## src/rtl/candidate_pair_streamer.sv

```systemverilog
// Streams one candidate set per start_gen request: the latched base row, then every
// row with one position pair (p<q) forced to the latched symbol, with tlast on (J-2,J-1).
module candidate_pair_streamer #(
    parameter int J = 14,
    parameter int I = 7,
    parameter int A = 2
) (
    input  logic                          clk,
    input  logic                          rst_n,
    input  logic [J*($clog2(A)+1)-1:0]    x_initial,
    input  logic                          x_initial_tvalid,
    input  logic                          start_gen,
    input  logic [$clog2(A):0]            A_value,
    output logic [J*($clog2(A)+1)-1:0]    candidate_row,
    output logic                          candidate_row_tvalid,
    output logic                          candidate_row_tlast,
    input  logic                          candidate_row_tready,
    output logic [$clog2(J):0]            pair_p,
    output logic [$clog2(J):0]            pair_q,
    output logic                          busy,
    output logic                          start_err
);

    localparam int AWIDTH = $clog2(A) + 1;
    localparam int PW     = $clog2(J) + 1;
    localparam int XW     = J * AWIDTH;

    typedef enum logic [1:0] {
        ST_IDLE = 2'd0,
        ST_BASE = 2'd1,
        ST_PAIR = 2'd2
    } state_t;

    state_t              state_r, state_n;
    logic [XW-1:0]       x_r, x_n;
    logic [AWIDTH-1:0]   a_r, a_n;
    logic [PW-1:0]       p_r, p_n;
    logic [PW-1:0]       q_r, q_n;
    logic [XW-1:0]       row_r, row_n;
    logic                tvalid_r, tvalid_n;
    logic                tlast_r, tlast_n;
    logic                busy_r, busy_n;
    logic                err_r, err_n;

    logic                xfer_s;
    logic                a_ok_s;
    logic [XW-1:0]       base_x_s;
    logic [PW-1:0]       p_step_s;
    logic [PW-1:0]       q_step_s;

    // Base vector with symbols p and q overwritten by the forced value
    function automatic logic [XW-1:0] build_row(input logic [XW-1:0]     x,
                                                input logic [AWIDTH-1:0] a,
                                                input logic [PW-1:0]     p,
                                                input logic [PW-1:0]     q);
        logic [XW-1:0] r;
        r = x;
        for (int j = 0; j < J; j++) begin
            if ((PW'(j) == p) || (PW'(j) == q)) begin
                r[j*AWIDTH +: AWIDTH] = a;
            end else begin
                r[j*AWIDTH +: AWIDTH] = x[j*AWIDTH +: AWIDTH];
            end
        end
        return r;
    endfunction

    function automatic logic is_last_pair(input logic [PW-1:0] p, input logic [PW-1:0] q);
        return (p == PW'(J-2)) && (q == PW'(J-1));
    endfunction

    assign xfer_s   = tvalid_r & candidate_row_tready;
    assign a_ok_s   = (int'(A_value) < A);
    assign base_x_s = x_initial_tvalid ? x_initial : x_r;

    // Successor pair in lexicographic (p,q) order
    always_comb begin
        p_step_s = p_r;
        q_step_s = q_r;
        if (q_r < PW'(J-1)) begin
            p_step_s = p_r;
            q_step_s = q_r + PW'(1);
        end else begin
            p_step_s = p_r + PW'(1);
            q_step_s = p_r + PW'(2);
        end
    end

    // Next-state and next-output logic; the next row is built before its transfer
    always_comb begin
        state_n  = state_r;
        x_n      = x_r;
        a_n      = a_r;
        p_n      = p_r;
        q_n      = q_r;
        row_n    = row_r;
        tvalid_n = tvalid_r;
        tlast_n  = tlast_r;
        busy_n   = busy_r;
        err_n    = 1'b0;
        case (state_r)
            ST_IDLE: begin
                x_n = base_x_s;
                if (start_gen) begin
                    if (a_ok_s) begin
                        state_n  = ST_BASE;
                        a_n      = A_value[AWIDTH-1:0];
                        p_n      = {PW{1'b0}};
                        q_n      = {PW{1'b0}};
                        row_n    = base_x_s;
                        tvalid_n = 1'b1;
                        tlast_n  = 1'b0;
                        busy_n   = 1'b1;
                    end else begin
                        err_n = 1'b1;
                    end
                end else begin
                    state_n = ST_IDLE;
                end
            end
            ST_BASE: begin
                err_n = start_gen;
                if (xfer_s) begin
                    state_n = ST_PAIR;
                    p_n     = {PW{1'b0}};
                    q_n     = PW'(1);
                    row_n   = build_row(x_r, a_r, {PW{1'b0}}, PW'(1));
                    tlast_n = is_last_pair({PW{1'b0}}, PW'(1));
                end else begin
                    state_n = ST_BASE;
                end
            end
            ST_PAIR: begin
                err_n = start_gen;
                if (xfer_s && tlast_r) begin
                    state_n  = ST_IDLE;
                    p_n      = {PW{1'b0}};
                    q_n      = {PW{1'b0}};
                    row_n    = {XW{1'b0}};
                    tvalid_n = 1'b0;
                    tlast_n  = 1'b0;
                    busy_n   = 1'b0;
                end else if (xfer_s) begin
                    p_n     = p_step_s;
                    q_n     = q_step_s;
                    row_n   = build_row(x_r, a_r, p_step_s, q_step_s);
                    tlast_n = is_last_pair(p_step_s, q_step_s);
                end else begin
                    state_n = ST_PAIR;
                end
            end
            default: begin
                state_n  = ST_IDLE;
                tvalid_n = 1'b0;
                tlast_n  = 1'b0;
                busy_n   = 1'b0;
            end
        endcase
    end

    // State and registered outputs
    always_ff @(posedge clk or negedge rst_n) begin
        if (!rst_n) begin
            state_r  <= ST_IDLE;
            x_r      <= {XW{1'b0}};
            a_r      <= {AWIDTH{1'b0}};
            p_r      <= {PW{1'b0}};
            q_r      <= {PW{1'b0}};
            row_r    <= {XW{1'b0}};
            tvalid_r <= 1'b0;
            tlast_r  <= 1'b0;
            busy_r   <= 1'b0;
            err_r    <= 1'b0;
        end else begin
            state_r  <= state_n;
            x_r      <= x_n;
            a_r      <= a_n;
            p_r      <= p_n;
            q_r      <= q_n;
            row_r    <= row_n;
            tvalid_r <= tvalid_n;
            tlast_r  <= tlast_n;
            busy_r   <= busy_n;
            err_r    <= err_n;
        end
    end

    assign candidate_row        = row_r;
    assign candidate_row_tvalid = tvalid_r;
    assign candidate_row_tlast  = tlast_r;
    assign pair_p               = p_r;
    assign pair_q               = q_r;
    assign busy                 = busy_r;
    assign start_err            = err_r;

endmodule

```

## config.mk

```make
export PLATFORM = sky130hd
export DESIGN_NAME = candidate_pair_streamer
export DESIGN_NICKNAME = d
export VERILOG_FILES = /design/src/rtl/candidate_pair_streamer.sv
export SDC_FILE = /design/constraint.sdc
export NUM_CORES = 1
export LEC_CHECK = 0
export ABC_CLOCK_PERIOD_IN_PS = 6600
export CORE_ASPECT_RATIO = 1.1
export CORE_MARGIN = 4
export CORE_UTILIZATION = 60
export DETAILED_ROUTE_END_ITERATION = 16
export GPL_TIMING_DRIVEN = 0
export MAX_ROUTING_LAYER = met4
export PLACE_DENSITY_LB_ADDON = 0.15
export SYNTH_ARGS = -nofsm -noshare
export SYNTH_HDL_FRONTEND = slang
export SYNTH_SLANG_ARGS = --single-unit
```

## constraint.sdc

```tcl
create_clock -name clk -period 6.6 [get_ports clk]
set_input_delay 1.98 -clock clk [delete_from_list [all_inputs] [get_ports clk]]
set_output_delay 1.98 -clock clk [all_outputs]
set_load 0.005 [all_outputs]
```

==> qor.yml <==
final_layout:
  fillers: 629
  final_nets: 679
  area_growth_syn_to_layout_pct: 21.8
  drive_above_1_share: 0.185
  diodes: 0
route:
  routedWlPerCell_um: 20.3
  drc: 0
  antenna_left: 0
  first_iter_violations: 256
  vias: 4903
  dr.pass1.iters: 5
  drt-total-wl_um: 15300
  avgViaCountPerCell: 6.51
yosys:
  yosys_register_bits: 73
  synthFlopType: "dfrtp_1"
  syn-instance-count: 550
  synthesis.area_um2: 5150
  synth_top_area_share: 0.355
  synth_mux_area_frac: 0.122
  synth_top_area_cell: "dfrtp_1"
  synthArstFlopShare: 1.00
  synth_xor_area_frac: 0.00826
  yosys-top-cells-area: "dfrtp_1 (35%), mux2_2 (10%), a211o_1 (5.3%)"
  ys_types: 71
  yosys.area_share.adder: 0.0170
  yosys.area_share.simple: 0.205
  yosysWarnings: 0
  synth-compound-area-share: 0.240
  synth_edf_count: 0
  synth_top_family_by_area: "compound AO/OA/AOI/OAI gates"
  syn_area_per_cell_um2: 9.36
  synth_nets: 592
  synth_seq_area_share: 0.355
global_route:
  overflow: 0
  grt_pass1_wl_um: 24400
  antenna_found_initial: 0
  gr-usage-all-layers: 0.320
  first_global_vias: 4868
  grt_max_degree: 46
floorplan:
  dieArea_um2: 10100
  die_x_um: 96.3
  io_pins: 77
  initial_core_util: 0.615
  die_h_um: 105
  placementRows: 35
  core_um2: 8360
cts:
  clockBufferDepth: 2
  cts_tree: "built"
  clockRootBuffer: "clkbuf_8"
  cts-hold-fix-buffers: 0
  htreeDepth: 3
  postCtsSetupBuffers: 0
  clk_latency_ns: 0.37
  clk_pin_slew_worst_paths_ns: 0.10
  cts_made_buffers: 9
  cts.sinks: 73
  post_cts_resized: 0
power_and_ir_drop:
  leakage_nw: 2.60
  ir_drop_uv: 306
  power_density_nw_per_um2: 429
  power_w: 0.00269
setup_path:
  startpoint_type: "input port"
  required_ns: 6.84
  critical_path_arrival_ns: 4.24
  end_kind: "flip-flop"
  critical_path_class: "in -> reg"
  critPathMaxFanout: 10
placement:
  place_ws_ns: 2.25
  port_buffers: 75
  hpwl_um: 11100
  gp_congestion: 0.993
timing:
  clock.fmax_mhz: 250
  setup_ws_ns: 2.60
  finalCritPeriodShare: 0.606
  grt_setup_unrepaired: "no"
  min_period_ns: 4.00
  finalSetupTns_ns: 0
  hold_viol: 0
  worst_pin_slew_ns: 0.687
  clock_skew_ns: 0.0128
  setup_violations: 0
  slew_viol_final: 0
  maxSlewHeadroom: 0.542
job:
  drv_cap: 0
hold_path:
  hold_path.class: "reg -> reg"
run_status:
  status: "finished, final reports clean"
-- synthesized netlist by cell type (6+ instances only) --
cell      instances
nor2_1           19
a211o_1          31
nand4_1           9
a22oi_1           6
o31ai_1           7
a22o_1            6
mux2i_1          11
buf_2            19
dfrtp_1          73
nor2b_1          21
a22oi_2           8
o21ai_0          20
mux2_2           46
inv_1            11
nand3_1          41
nor3_1            7
and4_1           10
ha_1              7
clkbuf_1         19
nand2_1          70
a21oi_1          15
-- cells in the final DEF, fill, tap and decap left out, types with 9 or more instances in the layout --
| cell | count |
|---|---|
| nand3_1 | 41 |
| buf_2 | 19 |
| clkbuf_8 | 9 |
| dfrtp_1 | 73 |
| mux2i_1 | 11 |
| a211o_1 | 31 |
| clkdlybuf4s50_1 | 74 |
| o21ai_0 | 20 |
| nand4_1 | 9 |
| and4_1 | 10 |
| nor2_1 | 19 |
| a21oi_1 | 15 |
| inv_1 | 11 |
| mux2_2 | 46 |
| nor2b_1 | 21 |
| nand2_1 | 70 |
| clkbuf_1 | 19 |
-- where the power goes --
part	leakage (nW)	switching (W)	total, W	internal (W)
combinational	1.61	0.000781	0.00151	0.000732
clock	0.0988	0.000197	0.000379	0.000181
sequential	0.896	0.000147	0.000796	0.000649
total	2.60	0.00113	0.00269	0.00156
-- worst max-delay path, stage by stage --
cell	delay (ns)
clkdlybuf4s50_1	0.51
nor2b_1	0.23
o211a_1	0.15
buf_2	0.20
buf_2	0.30
mux2_2	0.41
and4_1	0.22
a211o_1	0.23
-- per-stage QoR --
stage	hold slack, ns	utilization	instances	cell area [um2]
5_1_grt	0.542	0.749	753	6270
4_1_cts	0.521	0.749	753	6270
2_1_floorplan	0.475	-	550	5150
3_3_place_gp	0.483	0.722	736	6040
6_report	0.524	0.749	753	6270
3_5_place_dp	0.499	0.725	737	6060
-- final timing paths --
path	to	startpoint	depth (start not counted)	slack [ns]
setup / recovery	candidate_row[26]	start_gen	8	2.60
hold / removal	candidate_row[9]	x_r[9]	1	0.52
setup reg to reg	candidate_row[25]	pair_p[1]	8	3.81
hold reg to reg	candidate_row[9]	x_r[9]	1	0.52
max in group asynchronous	candidate_row[2]	rst_n	2	4.50
min in group asynchronous	x_r[12]	rst_n	1	1.52
-- final cells by class --
type,count,area [um2],area share
multi-input cells,420,3050,0.487
flip-flops and latches,73,1830,0.291
repair buffers,76,776,0.124
plain buffers,45,223,0.0355
well taps,111,139,0.0222
clock buffers,9,124,0.0198
clock inverters,7,82.6,0.0132
inverters,12,45.0,0.00719
-- metal layers --
layer | vias to the layer above | part of all wire | track usage | wire length [um]
met5 | - | 0 | - | 0
met4 | 0 | 0.022 | 0.117 | 330
met3 | 30 | 0.072 | 0.0547 | 1100
met2 | 230 | 0.50 | 0.504 | 7580
met1 | 2418 | 0.41 | 0.412 | 6280
li1 | 2225 | - | - | -
-- kinds of logic (layout without fill, tap and decap cells) --
logic type / after synthesis / count (layout)
buffers and inverters: 57 / 149
adders and majority gates: 7 / 7
DFF: 73 / 73
and+or+nand+nor: 204 / 204
xor gates and xnor gates: 4 / 4
AOI/OAI and AO/OA: 148 / 148
muxes: 57 / 57
-- state kept, by name, indices dropped and copies added (netlist names) --
name,flops
candidate_row,28
x_r,28
pair_p,5
pair_q,5
a_r,2
state_r,2
busy,1
candidate_row_tlast,1
start_err,1
Power figures use the tool's default switching activity.
